<file path="src/rtl/sar_pkg.sv">
// Shared definitions for the SAR conversion path: result width and the
// sequencer state encoding used by sar_conv_sequencer.
package sar_pkg;

  localparam int SAR_DATA_W = 8;

  typedef enum logic [2:0] {
    IDLE,
    START,
    WAIT_EOC,
    CAPTURE,
    GAP
  } conv_state_e;

endpackage

</file>
<file path="src/rtl/sar_sample_fifo.sv">
// Synchronous sample FIFO; a push into a full FIFO is legal only together with a pop.
// head reads as zero while empty so the downstream bus idles at a known value.
module sar_sample_fifo #(
  parameter int DATA_W = 8,
  parameter int DEPTH  = 4
) (
  input  logic              clk,
  input  logic              rst,
  input  logic              push,
  input  logic [DATA_W-1:0] push_data,
  input  logic              pop,
  output logic [DATA_W-1:0] head,
  output logic              full,
  output logic              empty
);

  localparam int AW = $clog2(DEPTH);
  localparam logic [AW:0] FULL_CNT = (AW + 1)'(DEPTH);

  logic [DATA_W-1:0] mem [DEPTH];
  logic [AW-1:0]     wr_ptr;
  logic [AW-1:0]     rd_ptr;
  logic [AW:0]       count;
  logic              do_pop;

  assign empty  = (count == '0);
  assign full   = (count == FULL_CNT);
  assign do_pop = pop & ~empty;
  assign head   = empty ? '0 : mem[rd_ptr];

  // NOTE: sequential state uses non-blocking assignments so every register
  // samples pre-edge values regardless of statement order.
  always_ff @(posedge clk) begin
    if (rst) begin
      wr_ptr <= '0;
      rd_ptr <= '0;
      count  <= '0;
    end else begin
      if (push)   wr_ptr <= wr_ptr + 1'b1;
      if (do_pop) rd_ptr <= rd_ptr + 1'b1;
      case ({push, do_pop})
        2'b10:   count <= count + 1'b1;
        2'b01:   count <= count - 1'b1;
        default: count <= count;
      endcase
    end
  end

  // NOTE: storage is deliberately not reset; the pointers and count define
  // validity, and head is masked while empty.
  always_ff @(posedge clk) begin
    if (push) mem[wr_ptr] <= push_data;
  end

endmodule

</file>
<file path="src/rtl/sar_conv_sequencer.sv">
// Initiator side of the SAR conversion handshake: paces cnvst pulses, waits for
// eoc, buffers results for a valid/ready consumer and flags lost or hung conversions.
module sar_conv_sequencer
  import sar_pkg::*;
#(
  parameter int DATA_W         = SAR_DATA_W,
  parameter int CNVST_CYCLES   = 2,
  parameter int TIMEOUT_CYCLES = 64,
  parameter int PERIOD_W       = 16,
  parameter int FIFO_DEPTH     = 4
) (
  input  logic                clk,
  input  logic                rst,
  input  logic                en,
  input  logic [PERIOD_W-1:0] period,
  output logic                cnvst,
  input  logic                eoc,
  input  logic [DATA_W-1:0]   sar,
  output logic [DATA_W-1:0]   dout,
  output logic                dout_valid,
  input  logic                dout_ready,
  output logic                busy,
  output logic                overrun,
  output logic                timeout_err,
  input  logic                clr_err
);

  localparam int CS_W = $clog2(CNVST_CYCLES + 1);
  localparam int TO_W = $clog2(TIMEOUT_CYCLES + 1);
  localparam logic [PERIOD_W-1:0] MIN_PERIOD = PERIOD_W'(CNVST_CYCLES + 1);

  conv_state_e         state;
  conv_state_e         next_state;
  logic [CS_W-1:0]     cs_cnt;
  logic [TO_W-1:0]     to_cnt;
  logic [PERIOD_W-1:0] int_cnt;
  logic [PERIOD_W-1:0] eff_period;
  logic [DATA_W-1:0]   sar_q;
  logic                eoc_d;
  logic                eoc_rise;
  logic                cs_done;
  logic                timed_out;
  logic                int_expired;
  logic                start_load;
  logic                push_req;
  logic                pop;
  logic                drop;
  logic                fifo_full;
  logic                fifo_empty;

  assign eoc_rise    = eoc & ~eoc_d;
  assign eff_period  = (period < MIN_PERIOD) ? MIN_PERIOD : period;
  assign cs_done     = (cs_cnt == CS_W'(CNVST_CYCLES - 1));
  assign timed_out   = (to_cnt == TO_W'(TIMEOUT_CYCLES - 1));
  assign int_expired = (int_cnt == '0);
  assign start_load  = (next_state == START) && (state != START);
  assign push_req    = (state == CAPTURE);
  assign pop         = dout_valid & dout_ready;
  // A pop in the same cycle frees the slot, so a full FIFO only drops without one.
  assign drop        = push_req & fifo_full & ~pop;
  assign dout_valid  = ~fifo_empty;

  // NOTE: every combinational output gets a default first so no path leaves
  // a value unassigned and no latch is inferred.
  always_comb begin
    next_state = state;
    cnvst      = 1'b0;
    busy       = (state != IDLE);
    unique case (state)
      IDLE:     if (en) next_state = START;
      START: begin
        cnvst = 1'b1;
        if (cs_done) next_state = WAIT_EOC;
      end
      WAIT_EOC: begin
        if (eoc_rise)       next_state = CAPTURE;
        else if (timed_out) next_state = GAP;
      end
      CAPTURE:  next_state = GAP;
      GAP:      if (int_expired) next_state = en ? START : IDLE;
      default:  next_state = IDLE;
    endcase
  end

  always_ff @(posedge clk) begin
    if (rst) begin
      state       <= IDLE;
      cs_cnt      <= '0;
      to_cnt      <= '0;
      int_cnt     <= '0;
      eoc_d       <= 1'b0;
      sar_q       <= '0;
      overrun     <= 1'b0;
      timeout_err <= 1'b0;
    end else begin
      state  <= next_state;
      eoc_d  <= eoc;
      cs_cnt <= (state == START) ? cs_cnt + 1'b1 : '0;
      to_cnt <= (state == WAIT_EOC) ? to_cnt + 1'b1 : '0;

      // Interval runs from each cnvst rise; it parks at zero once expired.
      if (start_load)        int_cnt <= eff_period - 1'b1;
      else if (!int_expired) int_cnt <= int_cnt - 1'b1;

      if ((state == WAIT_EOC) && eoc_rise) sar_q <= sar;

      if (drop)         overrun <= 1'b1;
      else if (clr_err) overrun <= 1'b0;

      if ((state == WAIT_EOC) && timed_out && !eoc_rise) timeout_err <= 1'b1;
      else if (clr_err)                                  timeout_err <= 1'b0;
    end
  end

  sar_sample_fifo #(
    .DATA_W (DATA_W),
    .DEPTH  (FIFO_DEPTH)
  ) u_fifo (
    .clk       (clk),
    .rst       (rst),
    .push      (push_req & ~drop),
    .push_data (sar_q),
    .pop       (pop),
    .head      (dout),
    .full      (fifo_full),
    .empty     (fifo_empty)
  );

endmodule
</file>
<file path="config.mk">
export PLATFORM = sky130hd
export DESIGN_NAME = sar_conv_sequencer
export DESIGN_NICKNAME = d
export VERILOG_FILES = /design/src/rtl/sar_pkg.sv /design/src/rtl/sar_sample_fifo.sv /design/src/rtl/sar_conv_sequencer.sv
export SDC_FILE = /design/constraint.sdc
export NUM_CORES = 1
export LEC_CHECK = 0
export BUFFER_PORTS_ARGS = -buffer_cell sky130_fd_sc_hd__clkbuf_2
export CORE_MARGIN = 2
export CORE_UTILIZATION = 62
export CTS_CLUSTER_DIAMETER = 30
export DETAILED_ROUTE_END_ITERATION = 10
export PLACE_DENSITY = 0.84
export SKIP_CTS_REPAIR_TIMING = 1
export SLEW_MARGIN = 20
export SYNTH_ARGS = -nofsm -noshare
export SYNTH_HDL_FRONTEND = slang
export SYNTH_SLANG_ARGS = --single-unit
</file>
<file path="constraint.sdc">
create_clock -name clk -period 5.7 [get_ports clk]
set_input_delay 0.855 -clock clk [delete_from_list [all_inputs] [get_ports clk]]
set_output_delay 0.855 -clock clk [all_outputs]
set_load 0.01 [all_outputs]
</file>
Word-level counts from Yosys, hierarchy flattened
Memories as Yosys holds them, arrays and structs flattened. A register that Yosys moved wholly into a read port is not among the register bits.
Cells that the tools add are included.
{"block": "word_totals", "ff_bits": 46, "ram_bits": 32, "inputBits": 30, "wordCells": 79, "memories": 1}
{"name": "u_fifo.mem", "depth": 4, "width": 8, "read_ports": 1, "rd_clocked_by_memory_dff": 1, "wr": 1, "line_no": "sar_sample_fifo.sv:20", "text": "logic [DATA_W-1:0] mem [DEPTH];"}
{"block": "op_classes", "addsub": 8, "magnitude_cmp": 1, "eq_ne": 12, "n_mux": 20, "n_bitwise": 12, "n_reduce_logical": 14}
{"op": "two-way mux 16 bit", "n": 3}
{"op": "subtractor 16 x 1 -> 16 bit (second input constant)", "n": 2}
{"op": "zero test 16 bit", "n": 1}
{"op": "< comparator 16 x 2 -> 1 bit (second input constant)", "n": 1}
{"op": "two-way mux 3 bit", "n": 5}
{"op": "one-hot mux 3 bit (5 select lines)", "n": 1}
{"op": "two-way mux 8 bit", "n": 1}
{"op": "adder 7 x 1 -> 7 bit (second input constant)", "n": 1}
{"op": "equality test 7 x 6 -> 1 bit (second input constant)", "n": 1}
{"op": "two-way mux 1 bit", "n": 7}
{"op": "adder 2 x 1 -> 2 bit (second input constant)", "n": 3}
{"op": "AND 1 bit", "n": 6}
{"op": "equality test 3 x 1 -> 1 bit (second input constant)", "n": 2}
{"op": "equality test 3 x 2 -> 1 bit (second input constant)", "n": 2}
{"op": "equality test 3 bit (second input constant)", "n": 2}
{"op": "zero test 3 bit", "n": 2}
{"op": "inverter 1 bit", "n": 6}
{"op": "one-hot mux 3 bit (2 select lines)", "n": 1}
{"op": "nonzero test 2 bit", "n": 3}
{"op": "equality test 2 x 1 -> 1 bit (second input constant)", "n": 2}
{"op": "logical AND 1 bit", "n": 4}
{"op": "two-way mux 2 bit", "n": 2}
{"op": "OR reduction 2 bit", "n": 2}
{"op": "adder 3 x 1 -> 3 bit (second input constant)", "n": 1}
{"op": "other kinds (6)", "n": 6}

Logic depth before layout (Yosys ltp)
Gate-level depths: netlist (run 1).
{"block": "depth", "word_depth": 9, "ltp_mapped": 15}

Modules after synthesis
From an unflattened synthesis (run 1), not the netlist that was laid out.
{"block": "unflattened", "hier_cells": 359, "area_unflattened_um2": 3900.0}
{"mod": "sar_conv_sequencer", "n_inst": 1, "cells_per_inst": 258, "area_per_inst_um2": 2167.1, "seq_area_each_um2": 780.7}
{"mod": "sar_sample_fifo", "n_inst": 1, "cells_per_inst": 101, "area_per_inst_um2": 1732.9, "seq_area_each_um2": 1141.1}

Least setup slack after synthesis (run 1)
Ideal clock, no wire load.
{"block": "synth_timing", "kind": "input port to flip-flop", "startpoint": "in en", "endpoint": "reg int_cnt[14]", "setup_ps": 129, "arrival_time_ps": 3379, "required_time_ps": 5571, "setup_slack_ps": 2192, "cell_stages": 13, "n_path_buf": 2, "path_cell_list": "nor3b_1 -> and3_1 -> buf_4 -> buf_6 -> o31ai_1 -> o22a_1 -> inv_1 -> ha_1 -> nor4b_1 -> nand3_1 -> a22oi_1 -> xor2_1 -> nor2_1"}
{"block": "synth_between", "elab_chain_cells": 6}
{"element": "from (decl)", "line_no": "sar_conv_sequencer.sv:14", "text": "input logic en,"}
{"element": "two-way mux 1 bit", "line_no": "sar_conv_sequencer.sv:80", "text": "GAP: if (int_expired) next_state = en ? START : IDLE;"}
{"element": "two-way mux 3 bit", "line_no": "sar_conv_sequencer.sv:80"}
{"element": "one-hot mux 3 bit (5 select lines) (*)", "line_no": "sar_conv_sequencer.sv:69", "text": "unique case (state)"}
{"element": "equality test 3 x 1 -> 1 bit (*)", "line_no": "sar_conv_sequencer.sv:56", "text": "assign start_load = (next_state == START) && (state != START);"}
{"element": "logical AND 1 bit (*)", "line_no": "sar_conv_sequencer.sv:56"}
{"element": "!= test 2 x 1 -> 1 bit (no source line) / two-way mux 16 bit (equally long branches)"}
{"element": "to (signal assigned)", "line_no": "sar_conv_sequencer.sv:102", "text": "if (start_load) int_cnt <= eff_period - 1'b1;"}
{"element": "to (signal assigned)", "line_no": "sar_conv_sequencer.sv:103", "text": "else if (!int_expired) int_cnt <= int_cnt - 1'b1;"}
{"element": "to (decl)", "line_no": "sar_conv_sequencer.sv:36", "text": "logic [PERIOD_W-1:0] int_cnt;"}
Mark *: on every way between the ends. The rest lies on a longest branch, timed or not.
A chain may end at the register's enable or synchronous reset.

Worst setup path in the final report (run 1)
Same ends and word-level chain as after synthesis.

==> results of run 1 <==
## registers in the layout, indices dropped and copies added, names as in the netlist, named ones only
register and cells:
cs_cnt 2, eoc_d 1, int_cnt 16, overrun 1
sar_q 8, state 3, timeout_err 1, to_cnt 7
u_fifo.count 3, u_fifo.mem 32, u_fifo.rd_ptr 2, u_fifo.wr_ptr 2
## power groups by stage
stage / Combinational (mW) / Sequential (mW) / Clock, mW
finish: 0.213 / 0.644 / 0.439
global route: 0.235 / 0.648 / 0.467
CTS: 0.210 / 0.644 / 0.442
detailed placement: 0.209 / 0.657 / 0
global placement: 0.203 / 0.656 / 0
floorplan: 0.165 / 0.648 / 0
## per-stage QoR
step	setup WS, ps	power, mW	utilization, %
after global placement	2062	0.8590	67.79
after detailed placement	1907	0.8656	67.79
after CTS	2224	1.296	71.34
after floorplan	2192	0.8131	-
after global routing	1878	1.350	71.34
final	2173	1.296	71.34
## layer usage
metal	track usage (%)	up-vias	part of all wire, %
li1	-	1334	-
met1	29.40	1297	41
met2	46.64	76	54
met3	6.264	12	4.5
met4	7.333	0	1.1
met5	0	-	0
## area by class of cell
class | count | area, um^2 | share of cell area, %
clock inverters | 7 | 85.08 | 2.026
multi-input cells | 248 | 1715 | 40.85
flip-flops and latches | 80 | 1922 | 45.77
inverters | 11 | 41.29 | 0.9833
repair buffers | 43 | 217.7 | 5.185
clock buffers | 9 | 123.9 | 2.950
well taps | 75 | 93.84 | 2.235
## layout by cell type, fill, tap and decap left out, types with 9 or more instances in the layout
cell	synthesis	layout
inv_1	11	11
dfxtp_1	48	48
clkbuf_2	0	42
nand2_1	21	21
xnor2_1	11	11
mux2i_1	15	15
o21ai_0	9	9
clkbuf_8	0	9
nor2_1	56	56
nor3_1	15	15
edfxtp_1	32	32
and2_1	12	12
xor2_1	13	13
a21oi_1	12	12
## logic make-up (layout without fill, tap and decap cells)
family / after synthesis / in the layout / synth area share, %
simple gates: 143 / 143 / 18.60
flops: 80 / 80 / 51.39
compound gates: 48 / 48 / 9.301
xor+xnor: 24 / 24 / 5.621
mux: 24 / 24 / 9.133
buf+inv: 24 / 70 / 2.743
fa+ha+maj: 9 / 9 / 3.212
## worst max-delay path, delay by kind of cell
kind | cells | cell delay, ps
AOI/OAI and AO/OA | 3 | 530
buffers and inverters | 2 | 140
and+or+nand+nor | 5 | 1730
adders and majority gates | 1 | 340
xor gates and xnor gates | 1 | 160
## final timing paths
path | end | slack [ps]
setup / recovery | int_cnt[14] | 2170
hold / removal | cs_cnt[0] | 430
setup reg to reg | int_cnt[14] | 2220
hold reg to reg | cs_cnt[0] | 430
==> results.py, run 1 <==
metrics = {
    "outcome": {
        "status": "finished clean",
    },
    "pwr": {
        "powerDensity_nw_per_um2": 308.6,
        "p_comb_share_pct": 16.4,
        "power_switching_mw": 0.3741,
        "ir_drop_mv": 0.2103,
        "swShare_pct": 28.87,
        "leakage_nw": 1.606,
        "pwr-share-seq_pct": 49.7,
        "p_clk_share_pct": 33.9,
        "power.internal_mw": 0.9218,
    },
    "synthesis": {
        "avgSynthCellArea_um2": 10.62,
        "synthFlopType": "dfxtp_1",
        "synth_fp_nets": 391,
        "yosysMostFrequentCell": "nor2_1",
        "synth_area_leaders": "dfxtp_1 (26%), edfxtp_1 (26%), nor2_1 (5.6%)",
        "synth-seq-cells": 80,
        "synth_cell_types": 54,
        "yosysSeqAreaShare_pct": 51.39,
        "synth_top_area_share_pct": 25.69,
        "async_flop_share_pct": 0,
        "synth_area_leader_cell": "dfxtp_1",
        "synth_area_um2": 3740,
        "synth_warnings": 0,
        "synth_commonest_cells": "nor2_1 (56), dfxtp_1 (48), edfxtp_1 (32), nand2_1 (21)",
        "syn_inst": 352,
        "synth_edf_count": 32,
    },
    "finish": {
        "final_area_um2": 4199,
        "layout.nets": 432,
        "diodes": 0,
        "area_delta_synth_final_pct": 12.28,
        "stdcell_count": 473,
        "layout-drive-gt1-share_pct": 19.35,
        "fill_cells": 447,
    },
    "worst_setup_path": {
        "path_cells": "clkbuf_2 > nor3b_1 > and3_1 > o31ai_1 > o22a_1 > inv_1 > ha_1 > nor4b_1 > nand3_1 > a22oi_1 > xor2_1 > nor2_1",
        "startpoint": "en",
        "critPathSlowestCell": "nor3b_1",
        "path_class": "in2reg",
        "cp_max_fo": 7,
        "critPathRequiredTime_ps": 5930,
        "reg2reg_depth": 12,
        "slowest_delay_ps": 620,
        "end_kind": "flip-flop",
        "start_kind": "input port",
        "worstReg2RegStart": "int_cnt[3]",
        "crit_arrival_ps": 3750,
    },
    "global_route": {
        "grt_first_pass_wirelength_um": 12500,
        "grt_antenna_before_repair": 0,
        "track_usage_pct": 25.43,
        "grt_max_degree": 29,
        "grt_pass1_vias": 2608,
        "grt.overflow.total": 0,
    },
    "job": {
        "cap_violations": 0,
    },
    "placed_design": {
        "gp_congestion": 0.9182,
        "placed_cell_area_um2": 3990,
        "port_buffers": 42,
        "place_inst": 457,
        "hpwlAfterDp_um": 5506,
    },
    "route": {
        "drt-total-wl_um": 7699,
        "drt-pass1-iter-count": 4,
        "drt_iter0_drc": 203,
        "drc": 0,
        "vias": 2719,
        "drtAntennaViolNets": 0,
        "wl_per_cell_um": 16.28,
        "vias_per_cell": 5.748,
    },
    "clock_network": {
        "clk_latency_ps": 360,
        "cts_tree": "yes",
        "clk_pin_slew_worst_paths_ps": 90,
        "cts_max_level": 3,
        "cts.path.max_buffers": 2,
        "cts_root_buf": "clkbuf_8",
        "clkSinkCount": 80,
        "cts_inserted_buffers": 9,
    },
    "sta": {
        "setup_viol": 0,
        "rsz0062_at_grt": "false",
        "max-slew-margin-rel_pct": 49.53,
        "skew_ps": 7.915,
        "tns_ps": 0,
        "fin_crit_sh_pct": 61.89,
        "hold_violations": 0,
        "worst_pin_slew_ps": 755.4,
        "min_period_ps": 3528,
        "finalMaxSlewViolations": 0,
        "fmax_ghz": 0.2835,
        "holdWs_ps": 430.8,
    },
    "hold_path": {
        "whs_path_depth": 1,
        "hold_class": "reg2reg",
        "hold_path.startpoint": "cs_cnt[0]",
    },
    "floorplanning": {
        "die_h_um": 81.67,
        "core_um2": 5886,
        "die_x_um": 81.67,
        "ioPinCount": 43,
        "start_util_pct": 63.54,
        "fp-row-count": 28,
        "die_area_um2": 6669,
    },
}
Note: power is estimated with default switching activity, not from simulation.
==> inputs of run 2 (changes only) <==
--- a/config.mk
+++ b/config.mk
@@ -5,12 +5,13 @@
 export SDC_FILE = /design/constraint.sdc
 export NUM_CORES = 1
 export LEC_CHECK = 0
+export ABC_AREA = 1
 export BUFFER_PORTS_ARGS = -buffer_cell sky130_fd_sc_hd__clkbuf_2
 export CORE_MARGIN = 2
-export CORE_UTILIZATION = 62
+export CORE_UTILIZATION = 58
 export CTS_CLUSTER_DIAMETER = 30
 export DETAILED_ROUTE_END_ITERATION = 10
-export PLACE_DENSITY = 0.84
+export PLACE_DENSITY = 0.79
 export SKIP_CTS_REPAIR_TIMING = 1
 export SLEW_MARGIN = 20
 export SYNTH_ARGS = -nofsm -noshare
==> constraint.sdc (replaced) <==
create_clock -name clk -period 3.28 [get_ports clk]
set_input_delay 0.492 -clock clk [delete_from_list [all_inputs] [get_ports clk]]
set_output_delay 0.492 -clock clk [all_outputs]
set_load 0.01 [all_outputs]
==> results.py, run 2 <==
metrics = {
    "clock_network": {
        "cts_inserted_buffers": 9,
        "cts.path.max_buffers": 2,
        "cts_root_buf": "clkbuf_8",
        "clkSinkCount": 80,
        "cts_max_level": 3,
        "clk_latency_ps": 350,
        "clk_pin_slew_worst_paths_ps": 80,
        "cts_tree": "yes",
    },
    "synthesis": {
        "synth_cell_types": 33,
        "async_flop_share_pct": 0,
        "syn_inst": 479,
        "synth_area_leader_cell": "dfxtp_1",
        "synth-seq-cells": 80,
        "synthFlopType": "dfxtp_1",
        "synth_top_area_share_pct": 25.11,
        "synth_edf_count": 32,
        "synth_area_leaders": "dfxtp_1 (25%), edfxtp_1 (25%), nor2_1 (10%)",
        "yosysSeqAreaShare_pct": 50.23,
        "synth_fp_nets": 518,
        "avgSynthCellArea_um2": 7.988,
        "synth_commonest_cells": "nor2_1 (106), nand2_1 (71), inv_1 (52), dfxtp_1 (48), o21ai_0 (35)",
        "yosysMostFrequentCell": "nor2_1",
        "synth_area_um2": 3826,
        "synth_warnings": 0,
    },
    "finish": {
        "fill_cells": 542,
        "layout.nets": 561,
        "top_regs": "u_fifo.mem: 32 flops, int_cnt: 16 flops, sar_q: 8 flops",
        "largest_reg_flops": 32,
        "layout-drive-gt1-share_pct": 16.70,
        "top_register": "u_fifo.mem",
        "final_cell_mix": "nor2_1 (106), nand2_1 (71), inv_1 (52)",
        "area_delta_synth_final_pct": 12.13,
        "final_area_um2": 4290,
        "diodes": 0,
        "final_common_cell": "nor2_1",
    },
    "outcome": {
        "status": "finished clean",
    },
    "sta": {
        "max-slew-margin-rel_pct": 48.16,
        "rsz0062_at_grt": "false",
        "fin_crit_sh_pct": 77.77,
        "min_period_ps": 2551,
        "setup_viol": 0,
        "worst_pin_slew_ps": 774.7,
        "fmax_ghz": 0.3920,
        "tns_ps": 0,
        "hold_violations": 0,
        "finalMaxSlewViolations": 0,
        "skew_ps": 8.447,
        "holdWs_ps": 354.1,
    },
    "pwr": {
        "power.internal_mw": 1.640,
        "swShare_pct": 28.65,
        "p_comb_share_pct": 18.6,
        "leakage_nw": 1.794,
        "powerDensity_nw_per_um2": 535.6,
        "p_clk_share_pct": 33.6,
        "pwr-share-seq_pct": 47.9,
        "power_switching_mw": 0.6584,
        "ir_drop_mv": 0.3058,
    },
    "floorplanning": {
        "die_area_um2": 7262,
        "die_x_um": 85.22,
        "start_util_pct": 60.26,
        "die_h_um": 85.22,
        "core_um2": 6350,
        "ioPinCount": 43,
        "fp-row-count": 29,
    },
    "job": {
        "cap_violations": 0,
    },
    "worst_setup_path": {
        "slowest_delay_ps": 320,
        "reg2reg_depth": 15,
        "critPathSlowestCell": "dfxtp_1",
        "critPathRequiredTime_ps": 3510,
        "reg2reg_slack_ps": 730,
        "path_cells": "nor2_1 > nand2_1 > nor2_1 > nand2_2 > nand2_4 > nand2_4 > o21ai_1 > ha_1 > nand3_1 > a21oi_2 > nand3_1 > nand2_1 > nand2_1 > nand2_1 > nor2_1",
        "path_common_cell": "nand2_1",
        "startpoint": "int_cnt[0]",
        "cp_max_fo": 25,
        "critical_path_buf_inv_count": 0,
        "crit_family": "simple AND/OR/NAND/NOR gates",
        "r2r-end": "int_cnt[10]",
        "end_kind": "flip-flop",
        "path_class": "reg2reg",
        "worstReg2RegStart": "int_cnt[0]",
        "crit_arrival_ps": 2780,
        "start_kind": "flip-flop",
    },
    "hold_path": {
        "whs_path_depth": 3,
        "whs_endpoint": "eoc_d",
        "hold_path.startpoint": "eoc",
        "hold_class": "in2reg",
    },
    "placed_design": {
        "port_buffers": 42,
        "placed_cell_area_um2": 4079,
        "gp_congestion": 0.9382,
        "hpwlAfterDp_um": 5878,
    },
    "global_route": {
        "grt.overflow.total": 0,
        "grt_first_pass_wirelength_um": 13430,
        "grt_antenna_before_repair": 0,
        "track_usage_pct": 23.42,
        "grt_max_degree": 26,
        "grt_pass1_vias": 3073,
    },
    "route": {
        "drtAntennaViolNets": 0,
        "vias": 3186,
        "vias_per_cell": 5.275,
        "wl_per_cell_um": 13.36,
        "drt-pass1-iter-count": 6,
        "drt_iter0_drc": 175,
        "drc": 0,
        "drt-total-wl_um": 8067,
    },
}
-- run 2: cell types whose count changed after synthesis, moves of 16 or more --
cell,previous run,this run
inv_1,11,52
nand3_1,8,25
nand2_1,21,71
o21ai_0,9,35
nor2_1,56,106
a21oi_1,12,28
-- run 2: kinds of logic (layout without fill, tap and decap cells) --
| group | after synthesis | count (layout) | share of synthesized area (%) |
|---|---|---|---|
| AO/OA/AOI/OAI | 74 | 74 | 10.20 |
| XOR/XNOR | 4 | 4 | 0.9158 |
| adder cells (fa/ha/maj) | 9 | 9 | 3.139 |
| buffers and inverters | 68 | 116 | 7.194 |
| flip-flops | 80 | 80 | 50.23 |
| AND/OR/NAND/NOR | 244 | 244 | 28.32 |
-- run 2: per-layer routing --
metal / global-route usage (%) / part of all wire [%]
met1: 28.77 / 44
met2: 39.13 / 48
met3: 4.864 / 5.9
met4: 11.69 / 2.6
met5: 0 / 0
-- run 2: worst min-delay path: cells and delay by family --
kind | cells | cell delay (ps)
buffers and inverters | 2 | 140
AND/OR/NAND/NOR | 1 | 40
-- run 2: worst max-delay path by stage --
stage	depth (start not counted)	end	slack, ps
floorplan	13	u_fifo.count[2]	1210
global placement	15	int_cnt[10]	910
finish	15	int_cnt[10]	730
CTS	15	int_cnt[10]	770
detailed placement	13	int_cnt[10]	820
global route	15	int_cnt[10]	460
-- run 2: layout make-up --
cell class                      instances  area (um^2)  share of cell area [%]
Clock buffer                           10        127.6                   2.975
Clock inverter                          6        83.83                   1.954
Inverter                               57        214.0                   4.987
Multi-Input combinational cell        331         1629                   37.97
Sequential cell                        80         1922                   44.79
Tap cell                               77        96.34                   2.246
Timing Repair Buffer                   43        217.7                   5.074
-- run 2: power groups by stage --
stage,Clock [mW],Combinational (mW),Sequential [mW]
after floorplan,0,0.327,1.11
after global placement,0,0.406,1.12
after detailed placement,0,0.415,1.12
after CTS,0.779,0.420,1.10
after global routing,0.821,0.478,1.11
final,0.771,0.427,1.10
-- run 2: per-stage QoR --
stage	cells	setup WS [ps]	power [mW]	utilization [%]
global placement	588	911.7	1.527	64.24
CTS	604	771.1	2.298	67.57
floorplan	479	1210	1.441	-
finish	604	729.2	2.298	67.57
global route	604	456.1	2.403	67.57
detailed placement	588	818.7	1.537	64.24
==> inputs of run 3 (changes only) <==
--- a/config.mk
+++ b/config.mk
@@ -8,10 +8,10 @@
 export ABC_AREA = 1
 export BUFFER_PORTS_ARGS = -buffer_cell sky130_fd_sc_hd__clkbuf_2
 export CORE_MARGIN = 2
-export CORE_UTILIZATION = 58
+export CORE_UTILIZATION = 52
 export CTS_CLUSTER_DIAMETER = 30
 export DETAILED_ROUTE_END_ITERATION = 10
-export PLACE_DENSITY = 0.79
+export PLACE_DENSITY = 0.75
 export SKIP_CTS_REPAIR_TIMING = 1
 export SLEW_MARGIN = 20
 export SYNTH_ARGS = -nofsm -noshare
==> constraint.sdc (replaced) <==
create_clock -name clk -period 2.2 [get_ports clk]
set_input_delay 0.33 -clock clk [delete_from_list [all_inputs] [get_ports clk]]
set_output_delay 0.33 -clock clk [all_outputs]
set_load 0.01 [all_outputs]
==> results.py, run 3 (same netlist as run 2, synthesis figures left out) <==
metrics = {
    "clock_network": {
        "cts_tree": "yes",
        "clkSinkCount": 80,
        "cts_root_buf": "clkbuf_8",
        "cts_max_level": 3,
        "cts_inserted_buffers": 9,
        "cts.path.max_buffers": 2,
        "clk_pin_slew_worst_paths_ps": 80,
        "clk_latency_ps": 350,
    },
    "route": {
        "vias_per_cell": 4.980,
        "drtAntennaViolNets": 0,
        "drt-total-wl_um": 7983,
        "drt_iter0_drc": 159,
        "vias": 3212,
        "wl_per_cell_um": 12.38,
        "drc": 0,
        "drt-pass1-iter-count": 4,
    },
    "sta": {
        "max-slew-margin-rel_pct": 73.58,
        "min_period_ps": 2068,
        "skew_ps": 9.859,
        "fmax_ghz": 0.4836,
        "finalMaxSlewViolations": 0,
        "setup_viol": 0,
        "hold_violations": 0,
        "fin_crit_sh_pct": 94.00,
        "rsz0062_at_grt": "true",
        "tns_ps": 0,
        "setup_slack_ps": 132.0,
        "worst_pin_slew_ps": 395.8,
    },
    "global_route": {
        "grt.overflow.total": 0,
        "grt_antenna_before_repair": 0,
        "grt_max_degree": 20,
        "track_usage_pct": 20.64,
        "grt_first_pass_wirelength_um": 13590,
        "grt_pass1_vias": 3098,
    },
    "worst_setup_path": {
        "start_kind": "flip-flop",
        "reg2reg_depth": 13,
        "critPathRequiredTime_ps": 2440,
        "path_class": "reg2reg",
        "endpoint": "u_fifo.count[2]",
        "worstReg2RegStart": "state[0]",
        "crit_arrival_ps": 2310,
        "reg2reg_slack_ps": 130,
        "r2r-end": "u_fifo.count[2]",
        "cp_max_fo": 3,
        "startpoint": "state[0]",
        "end_kind": "flip-flop",
    },
    "placed_design": {
        "port_buffers": 42,
        "hpwlAfterDp_um": 5774,
        "dp_slack_ps": -8.977,
        "gp_congestion": 0.8776,
    },
    "floorplanning": {
        "die_area_um2": 8060,
        "ioPinCount": 43,
        "die_x_um": 89.78,
        "fp-row-count": 31,
        "start_util_pct": 53.32,
        "core_um2": 7176,
        "die_h_um": 89.78,
    },
    "pwr": {
        "leakage_nw": 1.916,
        "ir_drop_mv": 0.4010,
        "powerDensity_nw_per_um2": 768.8,
    },
    "finish": {
        "seqCellArea_um2": 1923,
        "area_delta_synth_final_pct": 19.42,
        "fill_cells": 616,
        "final_cell_mix": "nor2_1 (103), nand2_1 (70), inv_1 (51)",
        "largest_reg_flops": 32,
        "final_util_pct": 63.68,
        "layout.nets": 580,
        "multi_input_area_um2": 1728,
        "diodes": 0,
        "top_regs": "u_fifo.mem: 32 flops, int_cnt: 16 flops, sar_q: 8 flops",
        "top_register": "u_fifo.mem",
        "layout-drive-gt1-share_pct": 22.89,
        "final_common_cell": "nor2_1",
    },
    "hold_path": {
        "hold_class": "in2reg",
        "hold_path.startpoint": "eoc",
    },
    "job": {
        "cap_violations": 0,
    },
    "outcome": {
        "status": "finished clean",
    },
}
## run 3: cell count changes in the layout (fill, tap and decap cells not counted), sizes merged
cell,change
buf,+19
clkinv,-1
bufinv,-1
clkinvlp,-1
inv,+3
## run 3: worst max-delay path: stages, from the launching register on
cell	delay, ps
dfxtp_1	360
inv_1	90
nor3_2	170
inv_1	90
nor2_2	110
nor2_1	70
inv_1	70
ha_1	150
inv_2	60
fa_2	370
a21oi_2	150
o21ai_2	70
o21ai_1	140
a21oi_1	50
## run 3: worst min path at each step
stage | end | slack, ps | depth (start not counted)
finish | eoc_d | 200 | 3
detailed placement | cs_cnt[0] | 430 | 1
floorplan | state[0] | 400 | 1
CTS | eoc_d | 190 | 3
global route | eoc_d | 210 | 3
global placement | cs_cnt[0] | 410 | 1
## run 3: metal layers
metal | up-vias | wire length [um] | share of wire [%] | global-route usage (%)
met5 | - | 0 | 0 | 0
met1 | 1453 | 3573 | 45 | 26.01
met3 | 16 | 383 | 4.8 | 3.521
met4 | 0 | 137 | 1.7 | 9.359
li1 | 1669 | - | - | -
met2 | 74 | 3888 | 49 | 34.91
## run 3: per-stage QoR
stage | total power [mW] | hold slack, ps | cell area [um^2] | std cells
after floorplan | 2.149 | 399.1 | 3826 | 479
after global placement | 2.295 | 414.7 | 4227 | 626
after detailed placement | 2.307 | 425.5 | 4227 | 626
after CTS | 3.434 | 193.4 | 4439 | 642
after global routing | 3.688 | 209.6 | 4569 | 645
final | 3.513 | 200.5 | 4569 | 645
## run 3: power by group
part | switching [mW] | internal, mW
clock network | 0.564 | 0.573
registers | 0.0393 | 1.60
logic | 0.457 | 0.282
total | 1.06 | 2.45
## run 3: cell type report
cell class                 instances  area share (%)
tap                               99           2.711
timing repair buffer              62           8.050
inverter                          57           4.682
sequential                        80           42.09
multi-input combinational        331           37.81
clock inverter                     6           1.643
clock buffer                      10           3.012
